File: src/rtl/svc_mem_sram_arb.sv
// svc_mem_sram_arb: two-master arbiter for a single zero-latency, byte-strobed
// SRAM port. Each master has a valid/ready request channel and a registered
// valid/ready response channel with a fixed one-cycle latency.
// Ties are broken round-robin. Defining SVC_MEM_SRAM_ARB_FIXED_PRIO_EN makes
// port 0 always win ties instead, and port 1 can then be starved.
module svc_mem_sram_arb #(
    parameter int DW = 32,
    parameter int AW = 32
) (
    input  logic            clk,
    input  logic            rst,

    input  logic            m0_req_valid,
    output logic            m0_req_ready,
    input  logic            m0_req_write,
    input  logic [AW-1:0]   m0_req_addr,
    input  logic [DW-1:0]   m0_req_wdata,
    input  logic [DW/8-1:0] m0_req_wstrb,
    output logic            m0_rsp_valid,
    input  logic            m0_rsp_ready,
    output logic [DW-1:0]   m0_rsp_data,

    input  logic            m1_req_valid,
    output logic            m1_req_ready,
    input  logic            m1_req_write,
    input  logic [AW-1:0]   m1_req_addr,
    input  logic [DW-1:0]   m1_req_wdata,
    input  logic [DW/8-1:0] m1_req_wstrb,
    output logic            m1_rsp_valid,
    input  logic            m1_rsp_ready,
    output logic [DW-1:0]   m1_rsp_data,

    output logic [AW-1:0]   mem_rd_addr,
    input  logic [DW-1:0]   mem_rd_data,
    output logic [AW-1:0]   mem_wr_addr,
    output logic [DW-1:0]   mem_wr_data,
    output logic [DW/8-1:0] mem_wr_strb,
    output logic            mem_wr_en
);

    // Per-port views of the two masters so the port logic can be generated.
    logic [1:0]      req_valid;
    logic [1:0]      req_write;
    logic [1:0]      rsp_ready;
    logic [AW-1:0]   req_addr  [2];
    logic [DW-1:0]   req_wdata [2];
    logic [DW/8-1:0] req_wstrb [2];

    logic            rsp_valid_reg [2];
    logic [DW-1:0]   rsp_data_reg  [2];

    logic [1:0]      eligible;
    logic [1:0]      grant;
    logic            sel;
    logic            any_grant;
    logic            gnt_read;
    logic            gnt_write;

    // Last-driven SRAM addresses, held on cycles that do not use that port.
    logic [AW-1:0]   rd_addr_reg;
    logic [AW-1:0]   wr_addr_reg;

`ifndef SVC_MEM_SRAM_ARB_FIXED_PRIO_EN
    // 1 = port 1 was granted most recently.
    logic            last_grant_reg;
`endif

    assign req_valid    = {m1_req_valid, m0_req_valid};
    assign req_write    = {m1_req_write, m0_req_write};
    assign rsp_ready    = {m1_rsp_ready, m0_rsp_ready};
    assign req_addr[0]  = m0_req_addr;
    assign req_addr[1]  = m1_req_addr;
    assign req_wdata[0] = m0_req_wdata;
    assign req_wdata[1] = m1_req_wdata;
    assign req_wstrb[0] = m0_req_wstrb;
    assign req_wstrb[1] = m1_req_wstrb;

    // A port may only be granted if its response slot is free or being freed now.
    for (genvar gi = 0; gi < 2; gi++) begin : g_elig
        assign eligible[gi] = req_valid[gi] && (!rsp_valid_reg[gi] || rsp_ready[gi]);
    end

    // Pick at most one port; nothing is granted while in reset.
    always_comb begin
        grant = 2'b00;
        if (!rst) begin
            if (eligible[0] && eligible[1]) begin
`ifdef SVC_MEM_SRAM_ARB_FIXED_PRIO_EN
                grant = 2'b01;
`else
                grant = last_grant_reg ? 2'b01 : 2'b10;
`endif
            end else begin
                grant = eligible;
            end
        end
    end

    assign sel       = grant[1];
    assign any_grant = |grant;
    assign gnt_write = any_grant && req_write[sel];
    assign gnt_read  = any_grant && !req_write[sel];

    assign m0_req_ready = grant[0];
    assign m1_req_ready = grant[1];

    // SRAM side: granted request drives the port, otherwise addresses hold and
    // write data/strobes are forced to zero so the pins stay deterministic.
    assign mem_rd_addr = gnt_read  ? req_addr[sel]  : rd_addr_reg;
    assign mem_wr_addr = gnt_write ? req_addr[sel]  : wr_addr_reg;
    assign mem_wr_data = gnt_write ? req_wdata[sel] : '0;
    assign mem_wr_strb = gnt_write ? req_wstrb[sel] : '0;
    assign mem_wr_en   = gnt_write;

    // Remember last driven addresses and, for round-robin, who won last.
    always_ff @(posedge clk) begin
        if (rst) begin
            rd_addr_reg    <= '0;
            wr_addr_reg    <= '0;
`ifndef SVC_MEM_SRAM_ARB_FIXED_PRIO_EN
            last_grant_reg <= 1'b1;
`endif
        end else begin
            if (gnt_read) begin
                rd_addr_reg <= req_addr[sel];
            end
            if (gnt_write) begin
                wr_addr_reg <= req_addr[sel];
            end
`ifndef SVC_MEM_SRAM_ARB_FIXED_PRIO_EN
            if (any_grant) begin
                last_grant_reg <= sel;
            end
`endif
        end
    end

    // Per-port response register: a new grant overrides the accept so a port
    // can stream one access per cycle; otherwise hold until accepted.
    for (genvar gi = 0; gi < 2; gi++) begin : g_rsp
        always_ff @(posedge clk) begin
            if (rst) begin
                rsp_valid_reg[gi] <= 1'b0;
                rsp_data_reg[gi]  <= '0;
            end else if (grant[gi]) begin
                rsp_valid_reg[gi] <= 1'b1;
                rsp_data_reg[gi]  <= req_write[gi] ? '0 : mem_rd_data;
            end else if (rsp_ready[gi]) begin
                rsp_valid_reg[gi] <= 1'b0;
            end
        end
    end

    assign m0_rsp_valid = rsp_valid_reg[0];
    assign m0_rsp_data  = rsp_data_reg[0];
    assign m1_rsp_valid = rsp_valid_reg[1];
    assign m1_rsp_data  = rsp_data_reg[1];

endmodule
File: config.mk
export PLATFORM = sky130hd
export DESIGN_NAME = svc_mem_sram_arb
export DESIGN_NICKNAME = d
export VERILOG_FILES = /design/src/rtl/svc_mem_sram_arb.sv
export SDC_FILE = /design/constraint.sdc
export NUM_CORES = 1
export LEC_CHECK = 0
export ABC_CLOCK_PERIOD_IN_PS = 2720
export CAP_MARGIN = 20
export CORE_UTILIZATION = 41
export CTS_CLUSTER_DIAMETER = 120
export DETAILED_ROUTE_END_ITERATION = 8
export GPL_ROUTABILITY_DRIVEN = 0
export PLACE_DENSITY = 0.81
export SYNTH_ARGS = -nofsm -noshare
export SYNTH_HDL_FRONTEND = slang
export SYNTH_SLANG_ARGS = --single-unit
File: constraint.sdc
create_clock -name clk -period 2.72 [get_ports clk]
set_input_delay 0.408 -clock clk [delete_from_list [all_inputs] [get_ports clk]]
set_output_delay 0.408 -clock clk [all_outputs]
set_load 0.02 [all_outputs]
* Word-level counts from Yosys, hierarchy flattened
Memory sizes are Yosys's and may differ from the RTL's.
Cells that the tools add are included.
** Operators by class
- $add $sub $neg :: 0
- Multiply operators :: 0
- Divide/modulo/power cells :: 0
- Order comparisons :: 2
- Eq/ne operators :: 0
- Shift-type cells :: 0
- Muxes and demuxes :: 42
- Bitwise operators :: 7
- Reductions and logical operators :: 11
** Operators by type and width (count)
- two-way mux 32 bit :: 13
- two-way mux 1 bit :: 22
- two-way mux 4 bit :: 4
- two-way mux 2 bit :: 3
- OR 1 bit :: 6
- logical AND 1 bit :: 5
- zero test 1 bit :: 3
- greater-or-equal comparator 2 bit, second input constant :: 1
- logical OR 1 bit :: 2
- less-than comparator 1 x 2 -> 1 bit, second input constant :: 1
- inverter 1 -> 2 bit :: 1
- OR reduction 2 bit :: 1
** Storage, ports and cells
- Flip-flop bits (word level) :: 65
- Latch bits :: 0
- RAM bits :: 66
- Memory bits (read-only) :: 0
- Input bits :: 176
- Output and inout bits :: 169
- Word-level logic and storage cells :: 67
- Memories kept :: 2
** Memories
- rsp_data_reg :: depth 2, bits a word 32, read ports 2, clocked after memory_dff 0, wr ports 2, line 50 : logic [DW-1:0] rsp_data_reg [2];
- rsp_valid_reg :: depth 2, bits a word 1, read ports 2, clocked after memory_dff 0, wr ports 2, line 49 : logic rsp_valid_reg [2];

* Logic depth before layout (Yosys ltp)
- Word-level depth :: 11
- Mapped depth :: 7

* Worst setup path before layout
No wires, ideal clock.
- Path kind :: register to output
- Start :: memory rsp_valid_reg[1]
- End :: output port mem_wr_addr[12]
- Arrival :: 2.114 ns
- Data required time :: 2.312 ns
- Path slack :: 0.198 ns
- Cell stages (with the launch flop) :: 7
- Cell sequence :: edfxtp_1 -> nor2b_2 -> a311oi_4 -> nand2_4 -> buf_8 -> mux2i_4 -> o21ai_0
** RTL lines
- start, declared :: line 49
- end, declared :: line 35 : output logic [AW-1:0] mem_wr_addr,

==> impl_metrics.py <==
metrics = {
    "critical_path": {
        "critical_path_class": "flop to output port",
        "crit_fanout": 8,
        "reg2reg_slack_ns": 0.36,
        "end_kind": "output port",
        "arrival_ns": 2.43,
        "crit_required_ns": 2.31,
        "startpoint_type": "flop",
    },
    "global_routing": {
        "grt_first_pass_wirelength_um": 36000,
        "grt_pass1_vias": 6605,
        "overflow": 0,
        "grt_max_degree": 135,
        "grt.total_usage_pct": 26.2,
        "antenna_found_initial": 2,
    },
    "power": {
        "power_w": 0.00675,
        "p_sw_w": 0.00212,
        "p_int_w": 0.00463,
        "switching_share_pct": 31.4,
        "comb_power_share_pct": 32.0,
        "p_seq_share_pct": 34.6,
        "power_density_nw_per_um2": 551,
        "power.leakage_nw": 4.85,
        "peakVddDrop_mv": 0.417,
        "clkPwrFrac_pct": 33.3,
    },
    "cts": {
        "clockRootBuffer": "clkbuf_16",
        "clk_pin_slew_ns": 0.06,
        "cts_buffers": 17,
        "cts_tree": "yes",
        "htree_levels": 4,
        "hold_buffers": 0,
        "clk_latency_ns": 0.41,
        "cts.sinks": 131,
        "cts.path.max_buffers": 2,
    },
    "synth": {
        "synth_edf_count": 66,
        "synth_top_area_cell": "edfxtp_1",
        "synthCells": 681,
        "synth-async-reset-ratio_pct": 0,
        "synth_flop_cell": "edfxtp_1",
        "synth_area_um2": 7060,
        "avgSynthCellArea_um2": 10.4,
        "ys_ff_latch": 131,
        "yosysWarningCount": 0,
        "syn-num-nets": 857,
        "synth_top_cell_area_share_pct": 28.1,
        "seq_area_frac_synth_pct": 46.5,
        "synthDistinctLibCells": 36,
        "yosys-top-cells-area": "edfxtp_1 28%, dfxtp_1 18%, a211oi_2 10%",
    },
    "layout": {
        "instances_no_fill": 1326,
        "syn2layout_area_growth_pct": 73.7,
        "nets": 1267,
        "final_common_cell": "clkdlybuf4s50_1",
        "drive_gt1_share_pct": 35.0,
        "nFillCells": 1165,
        "layout_common_cells": "236 x clkdlybuf4s50_1, 148 x buf_4, 78 x o21ai_1",
        "largest_reg_flops": 64,
    },
    "routing": {
        "drt_iter0_markers": 357,
        "routedWlPerCell_um": 18.0,
        "drt_pass1_iterations": 5,
        "detail-route-antenna-nets": 0,
        "vias": 6827,
        "drc": 0,
        "routed_wl_um": 23800,
        "avgViaCountPerCell": 5.15,
    },
    "worst_hold_path": {
        "hold_path_class": "input pin to flop",
    },
    "sta": {
        "slew_violations": 0,
        "min_period_over_period_pct": 104,
        "fin_ws_ns": -0.119,
        "rsz0062_at_grt": "true",
        "worst_pin_slew_ns": 0.818,
        "maxSlewHeadroom_pct": 45.5,
        "fin_skew_ns": 0.00858,
        "setup_viol": 55,
        "fin_tns_setup_ns": -3.18,
        "period_needed_ns": 2.84,
        "hold_viol_final": 0,
        "fmax_mhz": 352,
    },
    "floorplan": {
        "fp.coreArea_um2": 16700,
        "ioPinCount": 345,
        "design.die.area_um2": 17700,
        "fp.dieW_um": 133,
        "rows": 47,
        "start_util_pct": 42.3,
        "die_h_um": 133,
    },
    "place": {
        "dp_cells": 1263,
        "hpwlAfterDp_um": 15600,
        "portBuffers": 344,
    },
    "outcome": {
        "status": "complete, but fails checks",
        "violations": "negative setup slack",
    },
    "job": {
        "drv_cap": 0,
    },
}
==> stage by stage <==
step / util (%) / hold slack, ns / instance area [µm²] / setup slack (ns)
2_1_floorplan: - / 0.475 / 7060 / 0.198
3_3_place_gp: 67.2 / 0.483 / 11200 / -0.666
3_5_place_dp: 67.2 / 0.495 / 11200 / -0.629
4_1_cts: 71.7 / 0.457 / 12000 / -0.135
5_1_grt: 73.4 / 0.461 / 12300 / -0.180
6_report: 73.4 / 0.477 / 12300 / -0.119
==> final cells by class <==
cell class	count	area [µm²]	share of cell area (%)
multi-input combinational	484	3630	29.6
antenna	2	5.00	0.0408
timing repair buffer	452	4450	36.3
clock inverter	15	160	1.31
clock buffer	17	425	3.47
sequential	131	3280	26.8
tap	220	275	2.25
inverter	5	23.8	0.194
==> Yosys cell counts, types with 2 or more instances <==
cell and count:
mux2i_4 30, clkbuf_1 34, nand2_1 77, buf_8 2, a21oi_1 36, or3_1 2
inv_1 4, mux2i_1 2, o21ai_0 72, buf_6 7, a211oi_1 6, and2_1 64
a211oi_2 58, nor3_1 2, dfxtp_1 65, buf_2 13, o21ai_1 56, nor2_1 66
edfxtp_1 66, buf_4 3
==> worst max-delay path, cell delays in order, from the launching register on <==
cell and delay (ns):
edfxtp_1 0.38, nor2b_4 0.15, buf_6 0.12, o311a_4 0.31
buf_6 0.12, a22oi_2 0.16, buf_6 0.16, buf_12 0.12
buf_16 0.13, o21ai_0 0.07, o21ai_1 0.12, buf_4 0.16
==> power groups by stage <==
stage | sequential, W | combinational [W] | clock [W]
after floorplan | 0.00246 | 0.000911 | 0
after CTS | 0.00233 | 0.00209 | 0.00227
after detailed placement | 0.00237 | 0.00201 | 0
final | 0.00234 | 0.00216 | 0.00225
after global routing | 0.00236 | 0.00228 | 0.00237
after global placement | 0.00236 | 0.00199 | 0
==> cells by family after synthesis <==
kind of cell           after synthesis  synth area share (%)
AO/OA/AOI/OAI                      237                  24.3
buffers and inverters               66                  5.19
flip-flops                         131                  46.5
multiplexers                        32                  9.86
AND/OR/NAND/NOR                    215                  14.2
==> repair_timing <==
action                                  4_1_cts  5_1_grt
pin swaps                                    20        5
cloned                                        9        2
resized for setup                           530       89
endpoints found under the setup margin      103      101
setup buffers                                13        7
==> path summary, 6_finish.rpt <==
path,endpoint,depth (start not counted),startpoint
worst max-delay path,mem_wr_addr[25],11,rsp_valid_reg[1]
worst min-delay path,rsp_valid_reg[0],2,m0_rsp_ready
worst max register to register,rd_addr_reg[18],7,rsp_valid_reg[1]
worst min register to register,rd_addr_reg[1],2,rd_addr_reg[1]
==> per-layer routing <==
layer	vias up	global-route usage, %	routed length (µm)
li1	3272	-	-
met1	3257	32.3	9830
met2	271	46.1	12000
met3	27	5.82	1670
met4	0	6.94	350
met5	-	0	0
No activity file was read; power rests on OpenSTA's default activity.
